<file path="src/rtl/picosoc_timer_pkg.sv">
// Shared definitions for the iomem timer: register word offsets, bit positions,
// bus FSM encoding and a byte-lane merge helper.
package picosoc_timer_pkg;

    // Word offsets, i.e. iomem_addr[7:2]
    localparam logic [5:0] OFF_CTRL     = 6'h00;
    localparam logic [5:0] OFF_PRESCALE = 6'h01;
    localparam logic [5:0] OFF_RELOAD   = 6'h02;
    localparam logic [5:0] OFF_COUNT    = 6'h03;
    localparam logic [5:0] OFF_STATUS   = 6'h04;

    localparam int CTRL_EN          = 0;
    localparam int CTRL_AUTO_RELOAD = 1;
    localparam int CTRL_IRQ_EN      = 2;
    localparam int STATUS_EXPIRED   = 0;

    typedef enum logic {
        ST_IDLE = 1'b0,
        ST_ACK  = 1'b1
    } bus_state_t;

    function automatic logic [31:0] merge_bytes(input logic [31:0] old_val,
                                                input logic [31:0] new_val,
                                                input logic [3:0]  strb);
        logic [31:0] res;
        res = old_val;
        for (int b = 0; b < 4; b++) begin
            if (strb[b]) res[8*b +: 8] = new_val[8*b +: 8];
        end
        return res;
    endfunction

endpackage

</file>
<file path="src/rtl/picosoc_timer_prescaler.sv">
// Prescaler: pcnt runs 0..prescale while enabled and emits one tick per wrap.
module picosoc_timer_prescaler #(
    parameter int PRESCALE_W = 16
) (
    input  logic                  clk,
    input  logic                  reset,
    input  logic                  en,
    input  logic                  clr,
    input  logic [PRESCALE_W-1:0] prescale,
    output logic                  tick
);

    logic [PRESCALE_W-1:0] pcnt;

    assign tick = en && (pcnt == prescale);

    always_ff @(posedge clk) begin
        if (reset || !en || clr || tick) begin
            pcnt <= '0;
        end else begin
            pcnt <= pcnt + PRESCALE_W'(1);
        end
    end

endmodule

</file>
<file path="src/rtl/picosoc_timer.sv">
// Memory-mapped down-counting timer on the iomem bus with one wait state and a
// level interrupt on expiry.
//
// state   | meaning
// ST_IDLE | waiting for a selected request; commits writes / captures read data
// ST_ACK  | iomem_ready high for one cycle, then back to idle unconditionally
module picosoc_timer
    import picosoc_timer_pkg::*;
#(
    parameter logic [31:0] BASE_ADDR  = 32'h0300_0000,
    parameter int          PRESCALE_W = 16
) (
    input  logic        clk,
    input  logic        reset,
    input  logic        iomem_valid,
    output logic        iomem_ready,
    input  logic [3:0]  iomem_wstrb,
    input  logic [31:0] iomem_addr,
    input  logic [31:0] iomem_wdata,
    output logic [31:0] iomem_rdata,
    output logic        irq
);

    bus_state_t state, state_next;

    logic                  sel, accept, wr_en;
    logic [5:0]            off;
    logic [1:0]            unused_addr;
    logic                  ctrl_en, ctrl_auto, ctrl_irq_en, expired;
    logic [2:0]            ctrl_wr;
    logic [PRESCALE_W-1:0] prescale, prescale_wr;
    logic [31:0]           reload, count, rd_val, rdata_q;
    logic                  wr_ctrl, wr_prescale, wr_reload, wr_count, wr_status;
    logic                  en_rise, w1c, tick;

    assign unused_addr = iomem_addr[1:0];
    assign sel         = iomem_valid && (iomem_addr[31:8] == BASE_ADDR[31:8]);
    assign accept      = (state == ST_IDLE) && sel;
    assign wr_en       = accept && (iomem_wstrb != 4'b0000);
    assign off         = iomem_addr[7:2];

    assign wr_ctrl     = wr_en && (off == OFF_CTRL);
    assign wr_prescale = wr_en && (off == OFF_PRESCALE);
    assign wr_reload   = wr_en && (off == OFF_RELOAD);
    assign wr_count    = wr_en && (off == OFF_COUNT);
    assign wr_status   = wr_en && (off == OFF_STATUS);

    // All CTRL bits live in byte lane 0
    assign ctrl_wr = iomem_wstrb[0] ? iomem_wdata[2:0] : {ctrl_irq_en, ctrl_auto, ctrl_en};
    assign en_rise = wr_ctrl && ctrl_wr[CTRL_EN] && !ctrl_en;
    assign w1c     = wr_status && iomem_wstrb[0] && iomem_wdata[STATUS_EXPIRED];
    assign irq     = expired && ctrl_irq_en;

    always_comb begin
        prescale_wr = prescale;
        for (int i = 0; i < PRESCALE_W; i++) begin
            if (iomem_wstrb[i/8]) prescale_wr[i] = iomem_wdata[i];
        end
    end

    picosoc_timer_prescaler #(.PRESCALE_W(PRESCALE_W)) u_prescaler (
        .clk      (clk),
        .reset    (reset),
        .en       (ctrl_en),
        .clr      (wr_prescale || wr_count || en_rise),
        .prescale (prescale),
        .tick     (tick)
    );

    always_ff @(posedge clk) begin
        if (reset) state <= ST_IDLE;
        else       state <= state_next;
    end

    always_comb begin
        state_next = state;
        case (state)
            ST_IDLE: if (sel) state_next = ST_ACK;
            ST_ACK:  state_next = ST_IDLE;
            default: state_next = ST_IDLE;
        endcase
    end

    always_comb begin
        iomem_ready = (state == ST_ACK);
        iomem_rdata = iomem_ready ? rdata_q : 32'h0;
    end

    always_comb begin
        rd_val = 32'h0;
        case (off)
            OFF_CTRL:     rd_val[2:0] = {ctrl_irq_en, ctrl_auto, ctrl_en};
            OFF_PRESCALE: rd_val[PRESCALE_W-1:0] = prescale;
            OFF_RELOAD:   rd_val = reload;
            OFF_COUNT:    rd_val = count;
            OFF_STATUS:   rd_val[STATUS_EXPIRED] = expired;
            default:      rd_val = 32'h0;
        endcase
    end

    // Statement order encodes priority: expiry beats W1C, bus writes beat the tick.
    always_ff @(posedge clk) begin
        if (reset) begin
            ctrl_en     <= 1'b0;
            ctrl_auto   <= 1'b0;
            ctrl_irq_en <= 1'b0;
            expired     <= 1'b0;
            prescale    <= '0;
            reload      <= 32'h0;
            count       <= 32'h0;
            rdata_q     <= 32'h0;
        end else begin
            if (w1c) expired <= 1'b0;
            if (tick) begin
                if (count != 32'h0) begin
                    count <= count - 32'd1;
                end else begin
                    expired <= 1'b1;
                    if (ctrl_auto) count   <= reload;
                    else           ctrl_en <= 1'b0;
                end
            end
            if (wr_ctrl) begin
                ctrl_en     <= ctrl_wr[CTRL_EN];
                ctrl_auto   <= ctrl_wr[CTRL_AUTO_RELOAD];
                ctrl_irq_en <= ctrl_wr[CTRL_IRQ_EN];
            end
            if (wr_prescale) prescale <= prescale_wr;
            if (wr_reload)   reload   <= merge_bytes(reload, iomem_wdata, iomem_wstrb);
            if (wr_count)    count    <= merge_bytes(count, iomem_wdata, iomem_wstrb);
            if (accept)      rdata_q  <= rd_val;
        end
    end

endmodule

</file>
<file path="config.mk">
export PLATFORM = sky130hd
export DESIGN_NAME = picosoc_timer
export DESIGN_NICKNAME = d
export VERILOG_FILES = /design/src/rtl/picosoc_timer_pkg.sv /design/src/rtl/picosoc_timer_prescaler.sv /design/src/rtl/picosoc_timer.sv
export SDC_FILE = /design/constraint.sdc
export NUM_CORES = 1
export LEC_CHECK = 0
export ABC_CLOCK_PERIOD_IN_PS = 3480
export BUFFER_PORTS_ARGS = -buffer_cell sky130_fd_sc_hd__buf_2
export CAP_MARGIN = 20
export CORE_MARGIN = 10
export CORE_UTILIZATION = 60
export CTS_BUF_LIST = sky130_fd_sc_hd__clkbuf_4
export CTS_CLUSTER_DIAMETER = 150
export DETAILED_ROUTE_END_ITERATION = 6
export PLACE_DENSITY = 0.83
export RECOVER_POWER = 25
export SLEW_MARGIN = 20
export SYNTH_ARGS = -nofsm -noshare
export SYNTH_HDL_FRONTEND = slang
export SYNTH_HIERARCHICAL = 1
export SYNTH_SLANG_ARGS = --single-unit
</file>
<file path="constraint.sdc">
create_clock -name clk -period 3.48 [get_ports clk]
set_input_delay 0.174 -clock clk [delete_from_list [all_inputs] [get_ports clk]]
set_output_delay 0.174 -clock clk [all_outputs]
set_load 0.03 [all_outputs]
</file>
==> results list, run 1 <==
- For this run, the detailed router's first-pass iteration total came to 6.
* DRT Wirelength: around 22000 um
* Routed length on met2: 10100 um
* NumNets Final: 1017
- For flop-to-flop paths, the worst setup slack is between 0.5 and 0.6 ns.
- Die boundary width: 129.5 um
- The number of setup buffers added after CTS is 0.
- After global routing the overflow that remains totals 0.
* Cells on Worst Hold Path: 5
- Maximum number of pins on one net before global-route repair: 89
- In this run the vertical extent of the chip is 129.5 um.
* Cts bufs inserted: 17
- Synth Cell Area: 7192 sq um
- Sequential cell area: 2663 sq um
- By startpoint and endpoint, the worst setup path is classified as reg -> reg.
* Antenna violations before repair: 0
- Setup slack closes at 0.5931 ns.
- Leak Pwr: 3.245 nW
* Achievable frequency: ~0.35 GHz
- Via Count: 6939
- Transition time of the tightest slew-check pin: 1.961 ns
* Total power after layout: 0.002880 W
* Setup-violating endpoint count in the final report: 0
* Global-route total usage across every layer: 25.56%
* Worst IR drop on VDD: about 0.4 mV
- The smallest clock period supported by the final layout is computed as 2.887 ns.
- The total area inside the core boundary comes to 11560 sq um.
- Summed over all nets, the half-perimeter wirelength after detailed placement is between 10000 and 15000 um.
* Area growth from synthesis to layout: 16.27%
* Root buf cell: clkbuf_4
* Data required, critical path: slightly below 4 ns
* Vias/cell: roughly 6.3
- Failing checks: max-capacitance violations, max-slew violations
- Met3 WL: around 1900 um
- Setup repair after global routing left no endpoint under its margin.
* Top cells by area, synth: dfxtp_1 37%, mux2i_1 7.8%, nor2_1 5.2%, xnor2_1 4.6%, nor3_1 3.6%
- Critical Path Source: count[2]
- After clock tree synthesis, the clock-pin slew on the worst setup and hold paths is 0.12 ns.
- Critical path peak fanout: 40
* Initial DRC Count: 827
- Yosys mapped a number of flops with a built-in enable equal to 0.
- Sequential elements use 37.02% of the synthesized area.
* Nets in the synthesized netlist: 909
* Arrival @ worst endpoint: 3.35 ns
- The share of synthesized area in the top cell type comes to roughly 37%.
* Pins Over Slew Limit: 46
- Critical Path Sink Type: register
- In this run, post-CTS hold repair placed 36 buffers.
* Synthesized flop and latch total: 133
* Post-Syn Instances: between 800 and 900
- The floorplan has 39 rows.
- During synthesis, Yosys emitted a total of 6 warnings.
* Top Metal Used: met4
- Area enclosed by the die boundary: 16770 sq um
* Most frequent standard cell in the layout excluding fill and tap cells: dfxtp_1
- The detail route stage leaves a number of antenna-violating nets equal to 0.
* Wl on met1: 8854 um
- OpenSTA, run right after detailed placement, puts the worst setup slack at just under 0.7 ns.
- Number of levels in the clock H-tree: 4
* Number of global-route vias before repair: 6606
- Initial standard-cell utilization of the core: 62.19%
- Per-instance average area after synthesis: 8.613 sq um
- TritonCTS built the clock tree.
- Final Cell Area: 8362 sq um
* Final Hold Vio Count: 0
- Max_cap viols: 1
- Async SR Flop Fraction: 0%
* Placed Instance Area: slightly below 8000 sq um
- Final setup skew: 0.03096 ns
* Cells resized by post-CTS repair: 0
* Top-Level Pins: 105
- Setup TNS: 0 ns
- The worst setup path is launched from a register.
- Of the available clock period, the critical path in the final layout requires 82.96%.
- Power spread over the standard cell area amounts to between 300 and 400 nW/um^2.
- R2R Path Start: count[2]
- Port-buffer cells: 102
- For the worst flop-to-flop path, the logic depth is 6.
- WHS: ~0.08 ns
- Fill cells in the final layout number around 890.
- Routed wire length per instance: 19.58 um
- Summing all multi-input logic gate instances after layout gives 4170 sq um.
* Clock latency reported for the late side of the worst-skew pair: 0.59 ns
* End of the critical path: count[28]
- Tightest slew margin relative to the limit: -30.70%
- In the layout the commonest cells are 133 x dfxtp_1, 100 x nor2_1, 83 x buf_2.
* # clock sinks: 133
* Most frequently used flop master after synthesis: dfxtp_1
- Largest area contributor in the netlist: dfxtp_1
* Endpoint of the most critical register-to-register path: count[28]
- Synthesis instantiated 60 different standard cells from the library.
- Wire length of the first global-routing pass: 34800 um
* DRC violations left: 0
- Max Root-Sink Buffers: 2
* Share of layout cells above drive strength 1: between 10% and 20%
- The run finished, with violations left.
- The tightest min-delay check is of the in -> reg type.
- The number of antenna diodes in the final layout is 0.
- Routability-driven placement finished with a final weighted congestion of 0.9245.
-- layer usage --
layer | track usage, % | up-vias
li1 | - | 3263
met1 | 31.69 | 3232
met2 | 41.39 | 384
met3 | 6.648 | 60
met4 | 10.71 | 0
met5 | 0 | -
-- how the worst min path moves through the flow --
| stage | start | slack [ns] | to |
|---|---|---|---|
| floorplan | iomem_wdata[1] | 0.32 | ctrl_auto |
| global placement | iomem_wdata[26] | 0.43 | reload[26] |
| detailed placement | iomem_wdata[26] | 0.44 | reload[26] |
| CTS | iomem_addr[5] | 0.06 | rdata_q[2] |
| global route | iomem_addr[5] | 0.07 | rdata_q[1] |
| finish | iomem_addr[5] | 0.08 | rdata_q[2] |
-- sequential cells by signal (all words and copies together) (netlist names) --
register          flops
expired               1
count                32
prescale             16
u_prescaler/pcnt     16
iomem_ready           1
ctrl_en               1
rdata_q              32
ctrl_auto             1
ctrl_irq_en           1
reload               32
-- worst max-delay path, stage by stage, from the launching register on --
cell and delay (ns):
dfxtp_1 0.40, or4_4 0.59, nor3b_2 0.36, nand4_4 0.24
o211a_4 0.46, or2_1 0.43, o221a_1 0.30
-- power breakdown --
| part | internal, W | switching (W) | total [W] |
|---|---|---|---|
| Sequential | 0.00152 | 0.00000000000840 | 0.00152 |
| Clock | 0.000574 | 0.000635 | 0.00121 |
| Combinational | 0.0000675 | 0.0000806 | 0.000148 |
-- layout make-up --
type	instances	area share, %
Inverter	17	0.7631
Multi-Input combinational cell	621	49.87
Timing Repair Buffer	153	11.39
Tap cell	143	2.140
Clock buffer	17	1.526
Clock inverter	15	2.469
Sequential cell	133	31.84
-- cells by family after synthesis --
family | after synthesis | synth area share (%)
AND/OR/NAND/NOR | 340 | 25.30
multiplexers | 72 | 10.66
buffers and inverters | 81 | 5.063
XOR/XNOR | 56 | 6.820
flip-flops | 133 | 37.02
AO/OA/AOI/OAI | 150 | 14.61
adder cells (fa/ha/maj) | 3 | 0.5220
-- cell usage after synthesis (all sizes together) (4+ instances only) --
| library cell | count |
|---|---|
| dfxtp | 133 |
| nor2 | 100 |
| nor3 | 62 |
| mux2i | 56 |
| clkbuf | 44 |
| xnor2 | 38 |
| and2 | 37 |
| nand2 | 36 |
| nor4 | 29 |
| o21ai | 29 |
| a21oi | 25 |
| a221oi | 22 |
| buf | 20 |
| xor2 | 18 |
| inv | 17 |
| a22oi | 15 |
| nand3 | 15 |
| nand4 | 15 |
| mux2 | 14 |
| a31oi | 12 |
| and3 | 12 |
| a211oi | 11 |
| o31ai | 11 |
| or4 | 10 |
| o221ai | 9 |
| or2 | 7 |
| nor3b | 4 |
-- stage by stage --
stage,util (%),cells
global route,72.30,1099
finish,72.30,1099
floorplan,-,835
global placement,66.57,1031
CTS,72.57,1099
detailed placement,66.57,1031
Note: power is estimated with default switching activity, not from simulation.
==> run 2, diff against run 1 <==
ABC_CLOCK_PERIOD_IN_PS = 2880   (was 3480)
clock period = 2.88 ns   (was 3.48 ns; I/O delays follow)
==> run 2 against run 1 <==
The run now ends clean. Wire length decreased by 2.2%. Utilization about the same. Sequential share of layout area about the same. Clock skew decreased by 0.0098 ns. First-iteration DRC count increased by 2.8%. Clock power decreased by 3%. Die area unchanged. Clock-buffer cell count increased by 1. Largest power group unchanged. Cell count increased by 1.0%. Sequential power increased by 21%.
==> results list, run 2 (synthesis gave the netlist of run 1 again) <==
* Number of levels in the clock H-tree: 4
- Global-route total usage across every layer: 24.87%
* Finished Layout Cells: 1110
* Hold_buf cts: 35
* Wire length of the first global-routing pass: 33800 um
- Category of the worst setup path launch point: register
- NumNets Final: 1029
- The critical path goes through or4_4 -> nor3b_2 -> nand4_4 -> o211a_4 -> or2_1 -> o221a_1.
- Max-cap violations in this run came to 0.
- Initial standard-cell utilization of the core: roughly 62%
* Cells resized by post-CTS repair: 0
- Maximum number of pins on one net before global-route repair: 50
- Once placement completed, the tool counted placed cells totaling 1044.
- The number of buffers and inverters on the critical path is 0.
- Number of global-route vias before repair: 6481
- Power spread over the standard cell area amounts to 381.3 nW/um^2.
* Tightest slew margin relative to the limit: 30.59%
* Clock transition time at the flip-flop clock pins of the worst setup and hold paths: ~0.12 ns
* Min cycle time layout: 2.567 ns
* Area occupied by multi-input gates: 4170 sq um
- Placement-stage worst setup slack: 0.3427 ns
* Setup TNS: 0 ns
* Critical path peak fanout: 20
- Pins Over Slew Limit: 0
- 0 antenna diodes ended up in the layout.
* Path class of the lowest-slack min-delay path: in -> reg
* Area growth from synthesis to layout: 16.34%
- Worst IR drop on VDD: 0.3432 mV
- Clock latency reported for the late side of the worst-skew pair: between 0.5 and 0.6 ns
- The die is 129.5 um wide.
- Final core utilization: 72.35%
* Total core area: 11560 sq um
- Largest regs: count x32, rdata_q x32, reload x32
- Across all setup checks in the final design, the least slack found is 0.3135 ns.
- Sequential cell area: around 2700 sq um
- Area enclosed by the die boundary: 16770 sq um
- Final setup skew: 0.02119 ns
* Most frequent standard cell in the layout excluding fill and tap cells: dfxtp_1
* Worst-path cell with the longest stage delay: or4_4
- CP max stage delay: between 0.5 and 0.6 ns
- Max Root-Sink Buffers: 2
* Post-route antenna net violation count: 0
- Critical path type: reg -> reg
- For the worst setup path, the data required time is 3.34 ns.
- The first detailed-routing pass ran for 6 iterations.
- Leak Pwr: 3.264 nW
- Row cnt: 39
- Top-Level Pins: 105
* Via Count: 6895
- Static timing analysis puts the maximum clock frequency at 0.3896 GHz.
- Setup repair after global routing missed its margin: false
* Fill cell instance count of the final layout: 873
- Commonest non-fill, non-tap cells in the layout: 133 x dfxtp_1, 100 x nor2_1, 82 x buf_2
- Transition time of the tightest slew-check pin: 1.041 ns
* Vias/cell: 6.212
- Clock tree from TritonCTS: yes
- Share of layout cells above drive strength 1: 18.30%
- In this run the post-CTS setup repair buffer count came out at 0.
* # clock sinks: between 100 and 150
- Run status: finished clean
- STA classifies the critical path endpoint as a register.
- After detailed routing, the average wire length per cell comes to 18.95 um.
- Root buf cell: clkbuf_4
- During placement, the flow inserted port buffers numbering 102.
- Arrival @ worst endpoint: 3.02 ns
- From bottom edge to top edge, the die measures 129.5 um.
- The total overflow left after global routing is 0.
* Final Cycle Share: 89.11%
* Final Hold Vio Count: 0
* Antenna violations before repair: 0
- After detailed routing, the number of remaining DRC violations is 0.
- The first routing iteration left between 800 and 900 violations.
- Family of cells with the greatest summed delay on the critical path: simple AND/OR/NAND/NOR gates
- Setup-violating endpoint count in the final report: 0
- DRT Wirelength: 21040 um
- RePlAce Congestion: roughly 0.9
- TritonCTS created 17 clock buffers.
* Hpwl dp: 14660 um
run 2: cell count changes in the layout (fill, tap and decap cells not counted), moves of 2 or more:
cell	before	now
bufinv_16	4	2
and2_1	31	29
and2_0	6	8
clkinv_1	0	5
clkinv_4	6	0
buf_4	13	26
run 2: area by class of cell:
class / count / share of cell area, %
clock inverter: 13 / 1.391
inverter: 17 / 0.7627
timing repair buffer: 165 / 12.43
sequential: 133 / 31.82
tap: 143 / 2.138
multi-input combinational: 621 / 49.84
clock buffer: 18 / 1.615
run 2: path summary, 6_finish.rpt:
check / start / to / slack, ns / depth (start not counted)
hold / removal: iomem_addr[5] / rdata_q[2] / 0.08 / 5
hold reg to reg: rdata_q[2] / rdata_q[2] / 0.46 / 2
setup reg to reg: count[2] / count[28] / 0.31 / 6
setup / recovery: count[2] / count[28] / 0.31 / 6
run 2: routing by layer:
metal / share of wire [%] / GRT usage [%] / up-vias
li1: - / - / 3299
met1: 42 / 30.70 / 3251
met2: 48 / 41.49 / 298
met3: 8.1 / 6.158 / 47
met4: 2.0 / 8.664 / 0
met5: 0 / 0 / -
run 2: metrics by stage:
stage	cell area [sq um]	hold WS (ns)	total power [W]
detailed placement	7796	0.4073	0.002017
floorplan	7192	0.2879	0.001937
global route	8367	0.08327	0.003287
CTS	8398	0.03141	0.003199
finish	8367	0.07838	0.003190
global placement	7796	0.3960	0.002015
run 2: where the power goes:
| group | switching [W] | internal, W | total (W) |
|---|---|---|---|
| sequential | 0.00000000000925 | 0.00184 | 0.00184 |
| clock | 0.000675 | 0.000498 | 0.00117 |
| combinational | 0.0000965 | 0.0000818 | 0.000178 |
run 2: worst reg2reg max path: cells and delay by family (launching register included):
| family | cells | cell delay (ns) |
|---|---|---|
| and+or+nand+nor | 4 | 1.44 |
| AOI/OAI and AO/OA | 2 | 0.63 |
| DFF | 1 | 0.39 |
